[config.mk]
export PLATFORM = sky130hd
export DESIGN_NAME = loteria_input_conditioner
export DESIGN_NICKNAME = d
export VERILOG_FILES = /design/src/rtl/loteria_pkg.sv /design/src/rtl/key_debouncer.sv /design/src/rtl/loteria_input_conditioner.sv
export SDC_FILE = /design/constraint.sdc
export NUM_CORES = 1
export LEC_CHECK = 0
export ABC_AREA = 1
export CORE_ASPECT_RATIO = 1.2
export CORE_MARGIN = 5
export CORE_UTILIZATION = 35
export DETAILED_ROUTE_END_ITERATION = 7
export SLEW_MARGIN = 0
export SYNTH_ARGS = -nofsm -noshare
export SYNTH_HDL_FRONTEND = slang
export SYNTH_SLANG_ARGS = --single-unit
export TNS_END_PERCENT = 10
[constraint.sdc]
create_clock -name clk -period 1.85 [get_ports clk]
set_input_delay 0.2775 -clock clk [delete_from_list [all_inputs] [get_ports clk]]
set_output_delay 0.2775 -clock clk [all_outputs]
set_load 0.01 [all_outputs]
[src/rtl/loteria_pkg.sv]
// Shared types and constants for the lottery front-end and FSM.
// The digit type is common to both sides of the ticket interface.
package loteria_pkg;

  localparam int MAX_DIGIT         = 9;
  localparam int DIGITS_PER_TICKET = 5;

  typedef logic [3:0] digit_t;

  typedef enum logic {
    COLLECT,
    READY
  } state_t;

  function automatic logic digit_ok(digit_t d);
    return d <= digit_t'(MAX_DIGIT);
  endfunction

endpackage

[src/rtl/key_debouncer.sv]
// Two-flop synchronizer plus counter debouncer for one active-low key.
// Emits a registered one-cycle pulse on each debounced press.
module key_debouncer #(
  parameter int DEBOUNCE_CYCLES = 500000,
  parameter int CNT_W           = 20
) (
  input  logic clk,
  input  logic reset,
  input  logic key_n,
  output logic press
);

  logic             sync1;
  logic             sync2;
  logic             level;
  logic             level_d;
  logic [CNT_W-1:0] cnt;

  always_ff @(posedge clk) begin
    if (reset) begin
      sync1   <= 1'b1;
      sync2   <= 1'b1;
      level   <= 1'b1;
      level_d <= 1'b1;
      press   <= 1'b0;
      cnt     <= '0;
    end else begin
      sync1   <= key_n;
      sync2   <= sync1;
      level_d <= level;
      // Only the 1->0 edge of the debounced level is an event.
      press   <= level_d & ~level;
      if (sync2 == level) begin
        cnt <= '0;
      end else if (cnt == CNT_W'(DEBOUNCE_CYCLES - 1)) begin
        level <= sync2;
        cnt   <= '0;
      end else begin
        cnt <= cnt + 1'b1;
      end
    end
  end

endmodule

[src/rtl/loteria_input_conditioner.sv]
// Conditions raw switches/keys into clean insert/finish pulses
// and enforces the digits-then-finish ticket sequence.
module loteria_input_conditioner
  import loteria_pkg::*;
#(
  parameter int DEBOUNCE_CYCLES = 500000,
  parameter int CNT_W           = 20,
  parameter int DIGITS          = DIGITS_PER_TICKET
) (
  input  logic       clk,
  input  logic       reset,
  input  logic [3:0] sw_num,
  input  logic       key_insert_n,
  input  logic       key_finish_n,
  output logic [3:0] num,
  output logic       insert,
  output logic       finish,
  output logic       err_digit,
  output logic [2:0] digit_cnt,
  output logic       ready
);

  logic   ins_ev;
  logic   fin_ev;
  digit_t sw_s1;
  digit_t sw_s2;

  state_t     state;
  state_t     state_nx;
  digit_t     num_nx;
  logic [2:0] cnt_nx;
  logic       ins_nx;
  logic       fin_nx;
  logic       err_nx;

  key_debouncer #(
    .DEBOUNCE_CYCLES(DEBOUNCE_CYCLES),
    .CNT_W          (CNT_W)
  ) u_deb_insert (
    .clk  (clk),
    .reset(reset),
    .key_n(key_insert_n),
    .press(ins_ev)
  );

  key_debouncer #(
    .DEBOUNCE_CYCLES(DEBOUNCE_CYCLES),
    .CNT_W          (CNT_W)
  ) u_deb_finish (
    .clk  (clk),
    .reset(reset),
    .key_n(key_finish_n),
    .press(fin_ev)
  );

  always_ff @(posedge clk) begin
    if (reset) begin
      sw_s1 <= '0;
      sw_s2 <= '0;
    end else begin
      sw_s1 <= sw_num;
      sw_s2 <= sw_s1;
    end
  end

  always_ff @(posedge clk) begin
    if (reset) begin
      state     <= COLLECT;
      num       <= '0;
      digit_cnt <= '0;
      insert    <= 1'b0;
      finish    <= 1'b0;
      err_digit <= 1'b0;
    end else begin
      state     <= state_nx;
      num       <= num_nx;
      digit_cnt <= cnt_nx;
      insert    <= ins_nx;
      finish    <= fin_nx;
      err_digit <= err_nx;
    end
  end

  // Each state only listens to its own legal key.
  always_comb begin
    state_nx = state;
    num_nx   = num;
    cnt_nx   = digit_cnt;
    ins_nx   = 1'b0;
    fin_nx   = 1'b0;
    err_nx   = err_digit;
    unique case (state)
      COLLECT: begin
        if (ins_ev) begin
          if (digit_ok(sw_s2)) begin
            num_nx = sw_s2;
            cnt_nx = digit_cnt + 3'd1;
            ins_nx = 1'b1;
            err_nx = 1'b0;
            if (cnt_nx == 3'(DIGITS)) begin
              state_nx = READY;
            end
          end else begin
            err_nx = 1'b1;
          end
        end
      end
      READY: begin
        if (fin_ev) begin
          fin_nx   = 1'b1;
          cnt_nx   = '0;
          state_nx = COLLECT;
        end
      end
      default: ;
    endcase
  end

  assign ready = (state == READY);

endmodule

Word-level counts from Yosys, hierarchy flattened
Index checks and enable logic that the tools add are counted.
{ "totals": {"ff_bits": 69, "latchBits": 0, "mem_bits_rw": 0, "mem_bits_ro": 0, "in_bits": 8, "out_inout_bits": 11, "elab_cells": 61, "memories": 0} }
{ "classes": {"addsub": 3, "multipliers": 0, "n_div": 0, "magnitude_cmp": 1, "eq_ne": 8, "n_shift": 0, "mux": 12, "n_bitwise": 8, "n_reduce_logical": 9} }
{ "op_table": {"columns": ["operator", "count"], "rows": [
  ["adder 20 x 1 -> 20 bit (second input constant)", 2],
  ["== test 20 x 19 -> 1 bit (second input constant)", 2],
  ["two-way mux 3 bit", 3],
  ["OR reduction 3 bit", 3],
  ["two-way mux 1 bit", 7],
  ["NOT 1 bit", 6],
  ["case mux 3 bit (2 select lines)", 1],
  ["AND reduction 2 bit", 3],
  ["AND reduction 3 bit", 2],
  ["less-or-equal comparator 4 bit (second input constant)", 1],
  ["!= test 2 x 1 -> 1 bit (second input constant)", 2],
  ["adder 3 x 1 -> 3 bit (second input constant)", 1],
  ["== test 3 bit (second input constant)", 1],
  ["bitwise AND 1 bit", 2],
  ["== test 1 bit", 2],
  ["!= test 2 bit (second input constant)", 1],
  ["case mux 1 bit (2 select lines)", 1],
  ["OR reduction 2 bit", 1]
]} }

Longest topological paths before layout
Gate-level depths: netlist (run 1).
{ "logic_depth": {"ltp_word": 6, "depth_mapped": 8, "ltp_nobuf": 8} }

Hierarchy
A second synthesis (run 1) with hierarchy kept.
{ "unflattened": {"cells_unflattened": 410, "hier_area_um2": 3140.5} }
{ "modules_own_cells": {"columns": ["module", "instances", "cells_per_inst", "area_per_inst_um2", "seq_area_each_um2"], "rows": [
  ["key_debouncer", 2, 165, 1226.2, 500.5],
  ["loteria_input_conditioner", 1, 80, 688.2, 380.4]
]} }

Worst setup path after synthesis (run 1)
No wires, ideal clock.
{ "synth_timing": {"path_type": "flip-flop to flip-flop", "from": "register u_deb_insert.cnt[0]", "to": "register u_deb_insert.cnt[10]", "setup_time_ns": 0.115, "arrival_ns": 1.191, "required_time_ns": 1.735, "setup_slack_ns": 0.545, "stages_incl_launch_ff": 8, "n_path_buf": 1, "synth_period_minus_slack_ns": 1.305, "path_cell_list": "dfxtp_1 -> ha_1 -> nand3_2 -> nor2_1 -> nand3_1 -> nand2_2 -> buf_6 -> nor2_1"} }
{ "synth_between": {"elab_chain_cells": 2, "elab_cells_between_ends": 3, "classes_between": "add/sub (1); eq/ne (1); reduce/logical (1)"} }
{ "synth_rtl": {"columns": ["element", "line", "source"], "rows": [
  ["start, declared", "key_debouncer.sv:17", "logic [CNT_W-1:0] cnt;"],
  ["start signal, assigned", "key_debouncer.sv:39", "cnt <= cnt + 1'b1;"],
  ["parallel branches: the longest is 2 deep, another holds adder 20 x 1 -> 20 bit", null, null]
]} }
Parallel ways; which one is timed is not known.
A chain may end at the register's enable or synchronous reset.

Worst setup path in the final report (run 1)
{ "layout_timing": {"from": "register u_deb_insert.cnt[0]", "to": "register u_deb_insert.cnt[16]"} }
The elaborated chain is that of the path after synthesis.

==> flow_metrics.env, run 1 <==
export IMPL_final_period_utilization_pct=86.3
export IMPL_routabilityCongestion=0.787
export IMPL_r2r_end="u_deb_insert.cnt[16]$_SDFF_PP0_"
export IMPL_cts_resized=0
export IMPL_drtIter0Drc=58
export IMPL_first_pass_iters=4
export IMPL_grt_overflow=0
export IMPL_dr_wl_met2_mm=2.82
export IMPL_post_place_ws_ps=268
export IMPL_placed_cells_incl_taps=538
export IMPL_viasPerCell=4.40
export IMPL_clk_pin_slew_ps=80
export IMPL_crit_end="u_deb_insert.cnt[16]$_SDFF_PP0_"
export IMPL_io_pins=19
export IMPL_fin_ws_ps=254
export IMPL_vias=2440
export IMPL_hpwl_mm=4.09
export IMPL_root_buffer="clkbuf_8"
export IMPL_synth_area_leaders="dfxtp_1, nand2_1, nor2_1"
export IMPL_drv_slew=0
export IMPL_core_um2=8520
export IMPL_synth_top_cell_area_share_pct=45.8
export IMPL_clockBufferDepth=2
export IMPL_diodes=0
export IMPL_routed_wl_mm=5.69
export IMPL_start_util_pct=35.4
export IMPL_min_path_type="flop to flop"
export IMPL_setup_tns_ps=0
export IMPL_switchingPower_uw=664
export IMPL_irDropWorstVdd_v=0.000472
export IMPL_post_route_drc_count=0
export IMPL_grt_pass1_wl_mm=9.99
export IMPL_synth_xor_area_share_pct=6.68
export IMPL_finalSetupViolations=0
export IMPL_p_leak_uw=0.00118
export IMPL_core_rowCount=37
export IMPL_status="completed"
export IMPL_yosys_cell_count_top_type="nand2_1"
export IMPL_synth_top_family_by_area="simple AND/OR/NAND/NOR gates"
export IMPL_p_int_uw=2300
export IMPL_crit_fanout=20
export IMPL_dieHeight_um=112
export IMPL_drive_gt1_share_pct=11.0
export IMPL_async_flop_share_pct=0
export IMPL_seqCellArea_um2=1380
export IMPL_synthMuxAreaShare_pct=0
export IMPL_synth_fa_ha_area_share_pct=1.66
export IMPL_cts_tree="yes"
export IMPL_fmax_mhz=626
export IMPL_nFillCells=901
export IMPL_ys_ff_latch=69
export IMPL_synthSimpleGateAreaFrac_pct=34.7
export IMPL_area_growth_pct=17.6
export IMPL_drtAntennaViolNets=0
export IMPL_arrival_ps=1820
export IMPL_multi_input_area_um2=1430
export IMPL_synth_compound_area_share_pct=4.44
export IMPL_htreeDepth=3
export IMPL_wire_per_inst_um=10.3
export IMPL_wl_met3_um=143
export IMPL_yosysWarnings=0
export IMPL_synthesis_area_um2=3020
export IMPL_dieArea_um2=10600
export IMPL_sw_frac_of_total_pct=22.4
export IMPL_synth_edf_count=0
export IMPL_cts_made_buffers=9
export IMPL_p_comb_share_pct=1.7
export IMPL_worstMarginPinSlew_ps=397
export IMPL_finalHoldViolations=0
export IMPL_grt_pass1_vias=2382
export IMPL_r2r_slack_ps=250
export IMPL_clkPwrFrac_pct=47.6
export IMPL_grtUsageTotal_pct=11.7
export IMPL_syn_instance_count=406
export IMPL_slew_limit_headroom_pct=73.4
export IMPL_clk_insertion_delay_late_ps=350
export IMPL_post_cts_setup_buffers=0
export IMPL_synth_common_cells="nand2_1, nor2_1, dfxtp_1"
export IMPL_reg2reg_depth=6
export IMPL_placement_io_buffers=18
export IMPL_clkSinkCount=69
export IMPL_fin_crit_ps=1600
export IMPL_p_seq_share_pct=50.7
export IMPL_fin_cells=554
export IMPL_wl_met1_mm=2.58
export IMPL_synth_fp_nets=418
export IMPL_timing_rr_start="u_deb_insert.cnt[0]$_SDFF_PP0_"
export IMPL_routed_top_layer="met4"
export IMPL_antenna_found_initial=0
export IMPL_syn_avg_cell_area_um2=7.43
export IMPL_drv_cap=0
export IMPL_crit_type="flop to flop"
export IMPL_ctsHoldBuffers=0
export IMPL_rsz0062_at_grt="no"
export IMPL_startpoint="u_deb_insert.cnt[0]$_SDFF_PP0_"
export IMPL_die_w_um=94.8
export IMPL_fin_worst_skew_ps=9.91
export IMPL_startpoint_type="flop"
export IMPL_worstPathRequired_ps=2080
export IMPL_cp_end_kind="flop"
export IMPL_ys_types=25
export IMPL_ys_seq_area_share_pct=45.8
export IMPL_yosys_area_top_type="dfxtp_1"
export IMPL_grt_max_degree=21
export IMPL_nNetsFinal=444
export IMPL_synth_flop_cell="dfxtp_1"
export IMPL_powerDensity_nw_per_um2=835
## cell families (layout without fill, tap and decap cells)
group,count (synthesis),count (layout)
simple gates,238,238
flops,69,69
buf+inv,48,79
compound gates,24,24
xor+xnor,23,23
fa+ha+maj,4,4
## critical path: stages, from the launching register on
cell	delay, ps
dfxtp_1	360
ha_1	260
nand3_2	130
nor2_1	160
nand3_1	120
nand2_2	330
nor2_1	100
## state kept, by name (all words and copies together) (netlist names), 3 cells and up
signal,cells
digit_cnt,3
num,4
sw_s1,4
sw_s2,4
u_deb_finish.cnt,20
u_deb_insert.cnt,20
## routing by layer
layer,global-route usage (%),vias to the layer above
li1,-,1309
met1,13.5,1098
met2,19.8,24
met3,3.04,9
met4,5.77,0
met5,0,-
## layout make-up
class	instances	share of cell area (%)
Tap cell	117	4.13
Clock inverter	7	2.89
Timing Repair Buffer	21	5.71
Sequential cell	69	38.9
Clock buffer	9	3.49
Inverter	42	4.44
Multi-Input combinational cell	289	40.4
## through the flow
stage               hold slack, ps  utilization [%]  total power, uW  area (um2)
finish                         405             41.6             2960        3550
CTS                            403             41.6             3010        3550
floorplan                      381                -             1570        3020
global placement               389             39.0             1590        3320
global route                   415             41.6             3070        3550
detailed placement             396             39.0             1590        3320
## cell usage in the layout (no fill, tap or decap)
master	Yosys	final
inv_2	1	1
xor2_1	15	15
a21oi_2	2	2
nor2_2	7	7
a21oi_1	16	16
inv_1	41	41
nand3_1	25	25
nor2_4	3	3
nand4_1	8	8
or2_2	7	7
clkbuf_8	0	9
nand3_2	4	4
xnor2_1	8	8
o21bai_2	1	1
clkinvlp_4	0	1
clkdlybuf4s50_1	0	18
nor2_1	83	83
inv_6	0	4
nand2_2	4	4
or2_1	2	2
bufinv_16	0	2
nor3_1	2	2
dfxtp_1	69	69
buf_4	2	3
ha_1	4	4
o21ai_0	5	5
nand2_1	92	92
or2_0	1	1
## worst min path at each step
stage | from | end | cells after the start | slack [ps]
after global placement | sw_s1[3]$_SDFF_PP0_ | sw_s2[3]$_SDFF_PP0_ | 2 | 390
final | sw_s1[1]$_SDFF_PP0_ | sw_s2[1]$_SDFF_PP0_ | 2 | 400
after global routing | sw_num[0] | sw_s1[0]$_SDFF_PP0_ | 3 | 410
after CTS | sw_s1[1]$_SDFF_PP0_ | sw_s2[1]$_SDFF_PP0_ | 2 | 400
after detailed placement | sw_s1[2]$_SDFF_PP0_ | sw_s2[2]$_SDFF_PP0_ | 2 | 400
after floorplan | key_finish_n | u_deb_finish.sync1$_SDFF_PP1_ | 1 | 380
## power by group through the flow
stage	clock [uW]	combinational [uW]	sequential (uW)
CTS	1450	52.2	1500
floorplan	0	30.5	1540
detailed placement	0	52.1	1540
finish	1410	50.9	1500
global route	1510	56.2	1500
global placement	0	51.6	1540
(Power assumes the default switching activity.)
==> inputs of run 2 (changes only) <==
==> constraint.sdc (replaced) <==
create_clock -name clk -period 1.8 [get_ports clk]
set_input_delay 0.27 -clock clk [delete_from_list [all_inputs] [get_ports clk]]
set_output_delay 0.27 -clock clk [all_outputs]
set_load 0.01 [all_outputs]
==> run 2 against run 1 <==
Net effect: via count up 0.66%; setup slack worse by 28 ps; fmax up 1.4%.
==> flow_metrics.env, run 2 (synthesis results as in run 1) <==
export IMPL_postPlaceCellArea_um2=3320
export IMPL_cp_end_kind="flop"
export IMPL_arrival_ps=1800
export IMPL_dieArea_um2=10600
export IMPL_crit_type="flop to flop"
export IMPL_core_rowCount=37
export IMPL_routed_wl_mm=5.62
export IMPL_finalHoldViolations=0
export IMPL_seqCellArea_um2=1380
export IMPL_fin_crit_ps=1570
export IMPL_setup_tns_ps=0
export IMPL_final_common_cell="nand2_1"
export IMPL_root_buffer="clkbuf_8"
export IMPL_worstHoldPathCells=2
export IMPL_irDropWorstVdd_v=0.000493
export IMPL_cts_resized=0
export IMPL_io_pins=19
export IMPL_reg2reg_depth=6
export IMPL_drtAntennaViolNets=0
export IMPL_multi_input_area_um2=1430
export IMPL_crit_fanout=20
export IMPL_nNetsFinal=444
export IMPL_core_um2=8520
export IMPL_drive_gt1_share_pct=11.0
export IMPL_slew_limit_headroom_pct=74.3
export IMPL_fin_area_um2=3550
export IMPL_powerDensity_nw_per_um2=862
export IMPL_nFillCells=902
export IMPL_status="completed"
export IMPL_wire_per_inst_um=10.1
export IMPL_clk_insertion_delay_late_ps=350
export IMPL_r2r_slack_ps=230
export IMPL_routabilityCongestion=0.787
export IMPL_area_growth_pct=17.7
export IMPL_drv_slew=0
export IMPL_worstMarginPinSlew_ps=384
export IMPL_final_period_utilization_pct=87.5
export IMPL_post_cts_setup_buffers=0
export IMPL_viasPerCell=4.43
export IMPL_clkSinkCount=69
export IMPL_grt_pass1_wl_mm=10.0
export IMPL_finish_utilization_pct=41.7
export IMPL_dr_wl_met2_mm=2.71
export IMPL_vias=2456
export IMPL_grt_max_degree=21
export IMPL_start_util_pct=35.4
export IMPL_p_total_uw=3060
export IMPL_p_leak_uw=0.00119
export IMPL_hpwl_mm=4.15
export IMPL_post_route_drc_count=0
export IMPL_grt_overflow=0
export IMPL_placement_io_buffers=18
export IMPL_finalSetupViolations=0
export IMPL_top_regs="u_deb_finish.cnt: 20 flops, u_deb_insert.cnt: 20 flops"
export IMPL_clockBufferDepth=2
export IMPL_fin_cells=554
export IMPL_die_w_um=94.8
export IMPL_routed_top_layer="met4"
export IMPL_dieHeight_um=112
export IMPL_grt_pass1_vias=2410
export IMPL_ctsHoldBuffers=0
export IMPL_diodes=0
export IMPL_fmax_mhz=635
export IMPL_min_path_type="flop to flop"
export IMPL_worstPathRequired_ps=2030
export IMPL_wl_met1_mm=2.55
export IMPL_grtUsageTotal_pct=11.8
export IMPL_drtIter0Drc=108
export IMPL_startpoint_type="flop"
export IMPL_fin_worst_skew_ps=10.1
export IMPL_cts_made_buffers=9
export IMPL_final_cell_mix="nand2_1, nor2_1, dfxtp_1, inv_1, nand3_1"
export IMPL_clk_pin_slew_ps=90
export IMPL_rsz0062_at_grt="no"
export IMPL_htreeDepth=3
export IMPL_first_pass_iters=4
export IMPL_wl_met3_um=190
export IMPL_drv_cap=0
export IMPL_antenna_found_initial=0
export IMPL_placed_cells_incl_taps=538
export IMPL_cts_tree="yes"
run 2: cell counts in the layout (fill, tap and decap cells not counted):
No cell type changed its count.
run 2: cell type report:
| class | instances | area share, % |
|---|---|---|
| clock buffer | 9 | 3.49 |
| clock inverter | 7 | 2.96 |
| inverter | 42 | 4.44 |
| multi-input combinational | 289 | 40.4 |
| sequential | 69 | 38.9 |
| tap | 117 | 4.12 |
| timing repair buffer | 21 | 5.71 |
run 2: final timing paths:
check,from,end
worst min register to register,sw_s1[3]$_SDFF_PP0_,sw_s2[3]$_SDFF_PP0_
worst max-delay path,u_deb_insert.cnt[0]$_SDFF_PP0_,u_deb_insert.cnt[10]$_SDFF_PP0_
worst min-delay path,sw_s1[3]$_SDFF_PP0_,sw_s2[3]$_SDFF_PP0_
worst max register to register,u_deb_insert.cnt[0]$_SDFF_PP0_,u_deb_insert.cnt[10]$_SDFF_PP0_
run 2: layer usage:
layer	vias to the layer above	track usage (%)
met4	0	7.41
met1	1098	13.3
met5	-	0
met3	13	3.31
met2	32	19.5
li1	1313	-
run 2: power breakdown:
| group | switching (uW) | internal (uW) |
|---|---|---|
| registers | 5.60 | 1540 |
| clock network | 661 | 804 |
| logic | 26.4 | 25.9 |
| total | 693 | 2370 |
run 2: worst max-delay path, stage by stage (launching register included):
cell     delay (ps)
dfxtp_1         370
ha_1            250
nand3_2         130
nor2_1          170
nand3_1         130
nand2_2         320
nor2_1           90
run 2: through the flow:
step	setup slack, ps	hold WS, ps
3_5_place_dp	193	396
3_3_place_gp	260	389
5_1_grt	7.53	423
2_1_floorplan	495	374
6_report	226	408
4_1_cts	188	400
==> inputs of run 3 (changes only) <==
--- a/config.mk
+++ b/config.mk
@@ -10,6 +10,7 @@
 export CORE_MARGIN = 5
 export CORE_UTILIZATION = 35
 export DETAILED_ROUTE_END_ITERATION = 7
+export MAX_ROUTING_LAYER = met4
 export SLEW_MARGIN = 0
 export SYNTH_ARGS = -nofsm -noshare
 export SYNTH_HDL_FRONTEND = slang
==> run 3 against run 2 <==
Net effect: combinational power is essentially flat; clock power is essentially flat; non-clock buffer count is the same.
==> flow_metrics.env, run 3 (synthesis results as in run 1) <==
export IMPL_dieArea_um2=10600
export IMPL_routabilityCongestion=0.798
export IMPL_grtUsageTotal_pct=12.1
export IMPL_wire_per_inst_um=10.1
export IMPL_critPathMaxStageDelay_ps=370
export IMPL_timing_hold_ws_ps=407
export IMPL_drv_cap=0
export IMPL_clk_pin_slew_ps=80
export IMPL_crit_end="u_deb_insert.cnt[10]$_SDFF_PP0_"
export IMPL_status="completed"
export IMPL_cts_made_buffers=9
export IMPL_grt_busiest_layer="met2"
export IMPL_vias=2444
export IMPL_crit_type="flop to flop"
export IMPL_startpoint="u_deb_insert.cnt[0]$_SDFF_PP0_"
export IMPL_grt_pass1_vias=2414
export IMPL_antenna_found_initial=0
export IMPL_fin_cells=554
export IMPL_die_w_um=94.8
export IMPL_post_cts_setup_buffers=0
export IMPL_core_um2=8520
export IMPL_cts_resized=0
export IMPL_startpoint_type="flop"
export IMPL_irDropWorstVdd_v=0.000491
export IMPL_fin_ws_ps=227
export IMPL_p_leak_uw=0.00119
export IMPL_placement_io_buffers=18
export IMPL_finalHoldViolations=0
export IMPL_grt_overflow=0
export IMPL_first_pass_iters=4
export IMPL_root_buffer="clkbuf_8"
export IMPL_grt_use_met1_pct=13.4
export IMPL_arrival_ps=1800
export IMPL_grt_max_degree=21
export IMPL_worstPathRequired_ps=2030
export IMPL_setup_tns_ps=0
export IMPL_timing_rr_start="u_deb_insert.cnt[0]$_SDFF_PP0_"
export IMPL_nNetsFinal=444
export IMPL_drtIter0Drc=106
export IMPL_cts_tree="yes"
export IMPL_placed_cells_incl_taps=538
export IMPL_htreeDepth=3
export IMPL_drtAntennaViolNets=0
export IMPL_post_route_drc_count=0
export IMPL_drv_slew=0
export IMPL_final_cell_mix="nand2_1, nor2_1, dfxtp_1, inv_1, nand3_1"
export IMPL_routed_wl_mm=5.60
export IMPL_final_period_utilization_pct=87.4
export IMPL_dieHeight_um=112
export IMPL_drive_gt1_share_pct=11.0
export IMPL_worstMarginPinSlew_ps=384
export IMPL_powerDensity_nw_per_um2=861
export IMPL_fmax_mhz=636
export IMPL_final_common_cell="nand2_1"
export IMPL_slew_limit_headroom_pct=74.3
export IMPL_core_rowCount=37
export IMPL_rsz0062_at_grt="no"
export IMPL_met2_usage_pct=19.5
export IMPL_grtUsageMet3_pct=2.84
export IMPL_post_place_ws_ps=193
export IMPL_fin_crit_ps=1570
export IMPL_diodes=0
export IMPL_crit_slowest_cell="dfxtp_1"
export IMPL_cp_end_kind="flop"
export IMPL_grt_pass1_wl_mm=10.0
export IMPL_r2r_end="u_deb_insert.cnt[10]$_SDFF_PP0_"
export IMPL_top_regs="u_deb_finish.cnt: 20 flops, u_deb_insert.cnt: 20 flops"
export IMPL_ctsHoldBuffers=0
export IMPL_clk_insertion_delay_late_ps=350
export IMPL_p_total_uw=3060
export IMPL_io_pins=19
export IMPL_hpwl_mm=4.15
export IMPL_r2r_slack_ps=230
export IMPL_finalSetupViolations=0
export IMPL_clkSinkCount=69
export IMPL_crit_fanout=20
export IMPL_crit_chain="ha_1, nand3_2, nor2_1, nand3_1, nand2_2, nor2_1"
export IMPL_start_util_pct=35.4
export IMPL_reg2reg_depth=6
export IMPL_fin_worst_skew_ps=9.47
export IMPL_worst_path_most_repeated_cell="nor2_1"
export IMPL_viasPerCell=4.41
export IMPL_area_growth_pct=17.7
export IMPL_min_path_type="flop to flop"
export IMPL_clockBufferDepth=2
run 3: per-stage QoR:
step                instance area [um2]  utilization (%)
global placement                   3320             39.0
floorplan                          3020                -
CTS                                3550             41.7
finish                             3550             41.7
detailed placement                 3320             39.0
global route                       3550             41.7
run 3: power breakdown:
| group | leakage (uW) | switching [uW] | total, uW | internal, uW |
|---|---|---|---|---|
| Sequential | 0.000559 | 5.61 | 1540 | 1540 |
| Clock | 0.000113 | 657 | 1460 | 804 |
| Combinational | 0.000515 | 26.3 | 52.2 | 25.9 |
run 3: metal layers:
metal | wire, um | up-vias
li1 | - | 1314
met3 | 140 | 13
met1 | 2590 | 1092
met4 | 161 | 0
met2 | 2710 | 25
met5 | 0 | -
run 3: cell type report:
type                    count  area (um2)
clock buffers               9         124
fillers                   902        4970
multi-input cells         289        1430
repair buffers             21         203
inverters                  42         158
clock inverters             7         105
well taps                 117         146
flip-flops and latches     69        1380
run 3: worst min path at each step:
stage,startpoint,endpoint,slack (ps),depth (start not counted)
6_report,sw_s1[2]$_SDFF_PP0_,sw_s2[2]$_SDFF_PP0_,410,2
5_1_grt,sw_num[3],sw_s1[3]$_SDFF_PP0_,430,3
4_1_cts,sw_num[3],sw_s1[3]$_SDFF_PP0_,400,3
3_5_place_dp,u_deb_finish.sync1$_SDFF_PP1_,u_deb_finish.sync2$_SDFF_PP1_,400,1
3_3_place_gp,sw_s1[3]$_SDFF_PP0_,sw_s2[3]$_SDFF_PP0_,390,2
2_1_floorplan,key_finish_n,u_deb_finish.sync1$_SDFF_PP1_,370,1
run 3: critical path: cells and delay by family, from the launching register on:
kind                       cells  cell delay [ps]
DFF                            1              370
and+or+nand+nor                5              840
adders and majority gates      1              250
